===== src/rtl/stream_sink_checker_ready_pattern_gen.sv =====
// +--------------------------------------------------------------------------+
// | Module      : ready_pattern_gen                                          |
// | Description : Rotating backpressure mask; an all-zero load becomes       |
// |               all-ones so the stream can never deadlock.                 |
// | Revision    : 1.0  initial release                                       |
// +--------------------------------------------------------------------------+
`default_nettype none

module ready_pattern_gen #(
    parameter int PAT_W = 8
) (
    input  wire logic             clk,
    input  wire logic             rst,
    input  wire logic             i_load,
    input  wire logic [PAT_W-1:0] i_load_value,
    input  wire logic             i_en,
    output logic                  o_ready_bit
);

    logic [PAT_W-1:0] r_pat_q;
    logic [PAT_W-1:0] w_pat_d;
    logic [PAT_W-1:0] w_pat_rot;

    generate
        if (PAT_W == 1) begin : g_rot_single
            assign w_pat_rot = r_pat_q;
        end else begin : g_rot_multi
            assign w_pat_rot = {r_pat_q[0], r_pat_q[PAT_W-1:1]};
        end
    endgenerate

    always_comb begin
        w_pat_d = r_pat_q;
        if (i_load)
            w_pat_d = (i_load_value == '0) ? '1 : i_load_value;
        else if (i_en)
            w_pat_d = w_pat_rot;
    end

    always_ff @(posedge clk) begin
        if (rst)
            r_pat_q <= '0;
        else
            r_pat_q <= w_pat_d;
    end

    assign o_ready_bit = r_pat_q[0];

endmodule

`default_nettype wire


===== config.mk =====
export PLATFORM = sky130hd
export DESIGN_NAME = ready_pattern_gen
export DESIGN_NICKNAME = d
export VERILOG_FILES = /design/src/rtl/stream_sink_checker_ready_pattern_gen.sv
export SDC_FILE = /design/constraint.sdc
export NUM_CORES = 1
export LEC_CHECK = 0
export ABC_AREA = 1
export CORE_AREA = 3 3 40 42
export CTS_BUF_LIST = sky130_fd_sc_hd__clkbuf_16
export CTS_CLUSTER_SIZE = 28
export DETAILED_ROUTE_END_ITERATION = 10
export DIE_AREA = 0 0 43 45
export GPL_ROUTABILITY_DRIVEN = 0
export GPL_TIMING_DRIVEN = 0
export SETUP_SLACK_MARGIN = 0.05
export SLEW_MARGIN = 10
export SYNTH_ARGS = -nofsm -noshare
export SYNTH_HDL_FRONTEND = slang
export SYNTH_SLANG_ARGS = --single-unit

===== constraint.sdc =====
create_clock -name clk -period 1 [get_ports clk]
set_clock_uncertainty 0.2 [all_clocks]
set_input_delay 0.1 -clock clk [delete_from_list [all_inputs] [get_ports clk]]
set_output_delay 0.1 -clock clk [all_outputs]
set_load 0.01 [all_outputs]

==> results.sh, run 1 <==
export IMPL_antenna_found_initial=0
export IMPL_rr_worst_depth=3
export IMPL_worst_path_max_delay_cell="or2_1"
export IMPL_synth_ff_type="dfxtp_1"
export IMPL_areaGrowthSynthToFinish_pct=63.81
export IMPL_yosys_area_top_type="dfxtp_1"
export IMPL_placed_cells_incl_taps=94
export IMPL_final_cells=99
export IMPL_die_h_um=45
export IMPL_vias_in_the_first_global_route=421
export IMPL_crit_path_frequent_cell="buf_6"
export IMPL_max_cap_violation_count=0
export IMPL_ios=13
export IMPL_pin_count_of_the_biggest_net_entering_global_routing=11
export IMPL_remaining_drcs=0
export IMPL_reg_largest_list="r_pat_q: 8 flops"
export IMPL_drt_iter0_markers=4
export IMPL_die_x_um=43
export IMPL_clock_insertion_delay_worst_skew_ns=0.23
export IMPL_synth_seq_cells=8
export IMPL_clock_sinks=8
export IMPL_cts_path_max_buffers=2
export IMPL_die_area_mm2=0.001935
export IMPL_dp_hpwl_um=711.3
export IMPL_fin_setup_tns_ns=0
export IMPL_fillers=130
export IMPL_final_layout_size_suffix_gt1_share_pct=59.52
export IMPL_synth_yosys_warnings=0
export IMPL_post_drt_via_cell_ratio=4.879
export IMPL_asyncSetResetFlopFracSynth_pct=0
export IMPL_endpoint_kind="flip-flop"
export IMPL_layout_nets=98
export IMPL_ant_nets=0
export IMPL_critical_path_cell_chain="buf_6, or2_1, buf_6, buf_6, o21ai_2, a21oi_2"
export IMPL_top_register="r_pat_q"
export IMPL_synth_area_top_cells="dfxtp_1 (35%), o21ai_0 (15%), or2_2 (11%)"
export IMPL_setup_worst_path_class="in2reg"
export IMPL_drt_wirelength_per_cell_um=11.08
export IMPL_via_count=483
export IMPL_most_common_library_cells_after_synthesis="o21ai_0 (14), nor2_1 (12), nand2_1 (10)"
export IMPL_floorplan_initialDensity_pct=35.25
export IMPL_final_max_slew_viol_count=0
export IMPL_r2r_setup_slack_ns=0.03
export IMPL_cts_root_buffer="clkbuf_16"
export IMPL_whs_path_depth=5
export IMPL_tritoncts="yes"
export IMPL_maxSlewHeadroom_pct=85.36
export IMPL_drt_pass1_iterations=2
export IMPL_synth_seq_area_share_pct=35.36
export IMPL_critical_path_peak_fanout=10
export IMPL_power_leakage_nw=0.3199
export IMPL_overflow=0
export IMPL_run_status="complete, no violations"
export IMPL_diodes=0
export IMPL_num_rows=13
export IMPL_setup_viol=0
export IMPL_syn_area_um2=452.9
export IMPL_cp_data_arrival_time_ns=0.88
export IMPL_design_area_um2=742.0
export IMPL_track_usage_pct=11.93
export IMPL_worstPathRequired_ns=0.91
export IMPL_largest_reg_flops=8
export IMPL_timing_worst_slew_pin_value_ns=0.2173
export IMPL_hold_class="in2reg"
export IMPL_finalCoreUtilization_pct=57.74
export IMPL_synthesis_nets=79
export IMPL_wirelength_um=1097
export IMPL_timing_final_hold_violations=0
export IMPL_worst_setup_path_start_kind="input pin"
export IMPL_final_period_utilization_pct=97.14
export IMPL_power_density_mw_per_mm2=1671
export IMPL_synth_avg_cell_area_um2=6.760
export IMPL_syn_instance_count=67
export IMPL_fin_crit_ns=0.9714
export IMPL_numCtsBuffers=3
export IMPL_critical_path_max_stage_delay_ns=0.21
export IMPL_fp_coreArea_mm2=0.001285
export IMPL_io_buffers=12
export IMPL_synth_most_common_cell="o21ai_0"
export IMPL_clk_pin_slew_ns=0.04
export IMPL_htree_num_levels=1
export IMPL_placed_cell_area_um2=605.6
export IMPL_synth_cell_type_count=11
export IMPL_fmax_mhz=1029
export IMPL_synth_edff_count=0
export IMPL_synth_top_area_share_pct=35.36
export IMPL_grt_first_pass_wirelength_um=1704
export IMPL_worst_supply_voltage_drop_on_vdd_uv=1080
export IMPL_grt_setup_unrepaired="true"
-- final timing paths --
path	from	end
worst max-delay path	i_load	r_pat_q[2]
worst min-delay path	i_load_value[1]	r_pat_q[1]
worst max register to register	r_pat_q[5]	r_pat_q[4]
worst min register to register	r_pat_q[2]	r_pat_q[2]
-- worst max-delay path, delay by kind of cell --
family                 cells  cell delay [ns]
AO/OA/AOI/OAI              2             0.20
AND/OR/NAND/NOR            1             0.21
buffers and inverters      3             0.37
-- cell usage in the layout, fill, tap and decap left out, types with 3 or more instances in the layout --
master     count
buf_2          3
nand2_1        3
buf_6          4
dfxtp_2        6
or2_4          8
a21oi_1        4
o21ai_0        6
clkbuf_16      3
a21oi_2        4
nand2_2        6
o21ai_2        6
o21ai_1        4
clkbuf_2       4
nor2_1        10
-- cell type report --
type	count	area [µm²]	area share, %
Multi-Input combinational cell	55	344.1	46.37
Inverter	2	7.507	1.012
Clock buffer	3	75.07	10.12
Tap cell	15	18.77	2.530
Sequential cell	8	167.7	22.60
Buffer	2	22.52	3.035
Timing Repair Buffer	14	106.4	14.33
-- logic make-up (layout without fill, tap and decap cells) --
kind of cell,Yosys count,after routing,share of synthesized area [%]
compound gates,24,24,27.35
buf+inv,4,21,6.630
flops,8,8,35.36
simple gates,31,31,30.66
-- what timing repair did --
item	in CTS	in global routing
resized for setup	63	11
buffers inserted	1	0
hold buffers	0	0
endpoints found under the setup margin	9	9
hold endpoints to repair	0	0
pin swaps	20	9
gates cloned	1	0
-- metal layers --
layer | global-route usage, % | wire length, µm | vias to the layer above
met4 | 7.229 | 8 | 0
met2 | 17.37 | 485 | 11
met3 | 2.390 | 70 | 2
met1 | 16.22 | 533 | 213
met5 | 0 | 0 | -
li1 | - | - | 257
-- stage by stage --
stage	total power, mW	setup slack, ns	hold WS, ns
detailed placement	0.5446	-0.7047	0.3061
global route	1.296	0.006545	0.09829
CTS	1.239	0.02864	0.07267
finish	1.240	0.02860	0.06402
global placement	0.5441	-0.7179	0.3053
floorplan	0.4700	-0.02606	0.1079
-- power by group --
part           leakage, nW  internal (mW)  switching [mW]
sequential          0.0683          0.353          0.0145
clock               0.0370          0.514           0.144
combinational        0.215          0.115           0.100
Power figures use the tool's default switching activity.
==> run 2, diff against run 1 <==
- TNS_END_PERCENT: default -> 30
==> results.sh, run 2 (synthesis results as in run 1) <==
export IMPL_power_leakage_nw=0.3424
export IMPL_via_count=485
export IMPL_run_status="complete, no violations"
export IMPL_ios=13
export IMPL_top_register="r_pat_q"
export IMPL_worst_setup_path_start_kind="flip-flop"
export IMPL_switching_power_as_a_share_of_total_power_pct=21.82
export IMPL_rr_worst_depth=3
export IMPL_clk_pin_slew_ns=0.04
export IMPL_critical_path_cell_chain="or2_4, nand2_1, a21oi_2"
export IMPL_track_usage_pct=13.11
export IMPL_maxSlewHeadroom_pct=85.68
export IMPL_drt_wirelength_per_cell_um=11.30
export IMPL_grt_setup_unrepaired="true"
export IMPL_worst_supply_voltage_drop_on_vdd_uv=1030
export IMPL_timing_hold_worst_endpoint="r_pat_q[5]"
export IMPL_worstPathRequired_ns=0.91
export IMPL_die_h_um=45
export IMPL_max_cap_violation_count=0
export IMPL_clock_sinks=8
export IMPL_pin_count_of_the_biggest_net_entering_global_routing=11
export IMPL_numCtsBuffers=3
export IMPL_final_max_slew_viol_count=0
export IMPL_cts_root_buffer="clkbuf_16"
export IMPL_endpoint_kind="flip-flop"
export IMPL_num_rows=13
export IMPL_drt_iter0_markers=3
export IMPL_remaining_drcs=0
export IMPL_critical_path_max_stage_delay_ns=0.31
export IMPL_layout_nets=99
export IMPL_overflow=0
export IMPL_fmax_mhz=1028
export IMPL_final_layout_size_suffix_gt1_share_pct=74.12
export IMPL_diodes=0
export IMPL_layout_cells_most_common_list="nor2_1 (8), o21ai_2 (8), or2_4 (8), dfxtp_2 (8)"
export IMPL_p_seq_share_pct=28.8
export IMPL_crit_family="flip-flops"
export IMPL_cts_hold_fix_buffers=0
export IMPL_vias_in_the_first_global_route=480
export IMPL_areaGrowthSynthToFinish_pct=79.56
export IMPL_clkPwrFrac_pct=51.8
export IMPL_tritoncts="yes"
export IMPL_power_switching_uw=278.4
export IMPL_io_buffers=12
export IMPL_timing_worst_slew_pin_value_ns=0.2145
export IMPL_design_area_um2=813.3
export IMPL_floorplan_initialDensity_pct=35.25
export IMPL_clock_insertion_delay_worst_skew_ns=0.23
export IMPL_internal_power_uw=997.7
export IMPL_dp_hpwl_um=693.3
export IMPL_hold_class="in2reg"
export IMPL_cp_num_buf_inv=0
export IMPL_r2r_setup_slack_ns=0.03
export IMPL_drt_pass1_iterations=2
export IMPL_rr_endpoint="r_pat_q[6]"
export IMPL_antenna_found_initial=0
export IMPL_whs_path_depth=4
export IMPL_placed_cell_area_um2=593.1
export IMPL_die_area_mm2=0.001935
export IMPL_power_frac_comb_pct=19.4
export IMPL_die_x_um=43
export IMPL_fp_coreArea_mm2=0.001285
export IMPL_setup_worst_path_class="reg2reg"
export IMPL_timing_final_hold_violations=0
export IMPL_minimum_setup_slack_in_the_final_design_ns=0.02713
export IMPL_cts_path_max_buffers=2
export IMPL_worst_path_max_delay_cell="dfxtp_2"
export IMPL_final_period_utilization_pct=97.29
export IMPL_wirelength_um=1130
export IMPL_largest_reg_flops=8
export IMPL_cp_data_arrival_time_ns=0.88
export IMPL_grt_first_pass_wirelength_um=1918
export IMPL_hold_start="i_load"
export IMPL_htree_num_levels=1
export IMPL_post_drt_via_cell_ratio=4.850
export IMPL_power_density_mw_per_mm2=1569
export IMPL_reg2reg_from="r_pat_q[7]"
export IMPL_ant_nets=0
export IMPL_detailedPlace_worstSlack_ns=-0.6983
export IMPL_setup_viol=0
export IMPL_fin_crit_ns=0.9729
export IMPL_reg_largest_list="r_pat_q: 8 flops"
export IMPL_critical_path_peak_fanout=2
==> run 2: worst max path at each step <==
stage | startpoint | endpoint | slack, ns | depth (start not counted)
finish | r_pat_q[7] | r_pat_q[6] | 0.03 | 3
detailed placement | i_load | r_pat_q[2] | -0.70 | 6
global placement | i_load | r_pat_q[2] | -0.68 | 6
global route | r_pat_q[7] | r_pat_q[6] | -0.005 | 3
CTS | r_pat_q[3] | r_pat_q[2] | 0.04 | 3
floorplan | i_load | r_pat_q[2] | -0.03 | 5
==> run 2: layout make-up <==
cell class | instances | area [µm²]
Clock buffer | 3 | 75.07
Tap cell | 15 | 18.77
Fill cell | 120 | 471.7
Multi-Input combinational cell | 55 | 402.9
Buffer | 2 | 22.52
Inverter | 2 | 7.507
Sequential cell | 8 | 170.2
Timing Repair Buffer | 15 | 116.4
==> run 2: worst reg2reg max path, cell delays in order, from the launching register on <==
cell	delay, ns
dfxtp_2	0.31
or2_4	0.22
nand2_1	0.07
a21oi_2	0.05
==> run 2: layer usage <==
metal | global-route usage [%] | part of all wire [%] | wire, µm | up-vias
met5 | 0 | 0 | 0 | -
met4 | 7.229 | 0.44 | 5 | 0
met3 | 1.594 | 7.7 | 87 | 2
met2 | 20.36 | 47 | 535 | 12
met1 | 17.72 | 44 | 501 | 207
li1 | - | - | - | 264
==> run 2: stage by stage <==
step / TNS (ns) / hold WS (ns) / utilization [%] / total power, mW / cells
CTS: 0 / 0.07207 / 61.05 / 1.263 / 100
floorplan: -0.06311 / 0.1079 / - / 0.4596 / 67
finish: 0 / 0.07731 / 63.29 / 1.276 / 100
global placement: -5.172 / 0.3016 / 46.15 / 0.5323 / 94
global route: -0.006152 / 0.1071 / 63.29 / 1.331 / 100
detailed placement: -5.261 / 0.3095 / 46.15 / 0.5337 / 94
==> run 2: what timing repair did <==
action,4_1_cts,5_1_grt
buffers inserted,2,0
pin swaps,33,11
cloned,1,0
setup endpoints to repair,9,9
gates resized for setup,79,20
==> run 2: power groups by stage <==
stage | sequential [mW] | clock, mW | combinational (mW)
2_1_floorplan | 0.365 | 0 | 0.0951
3_3_place_gp | 0.364 | 0 | 0.168
3_5_place_dp | 0.366 | 0 | 0.168
4_1_cts | 0.367 | 0.671 | 0.225
5_1_grt | 0.372 | 0.685 | 0.274
6_report | 0.368 | 0.661 | 0.247
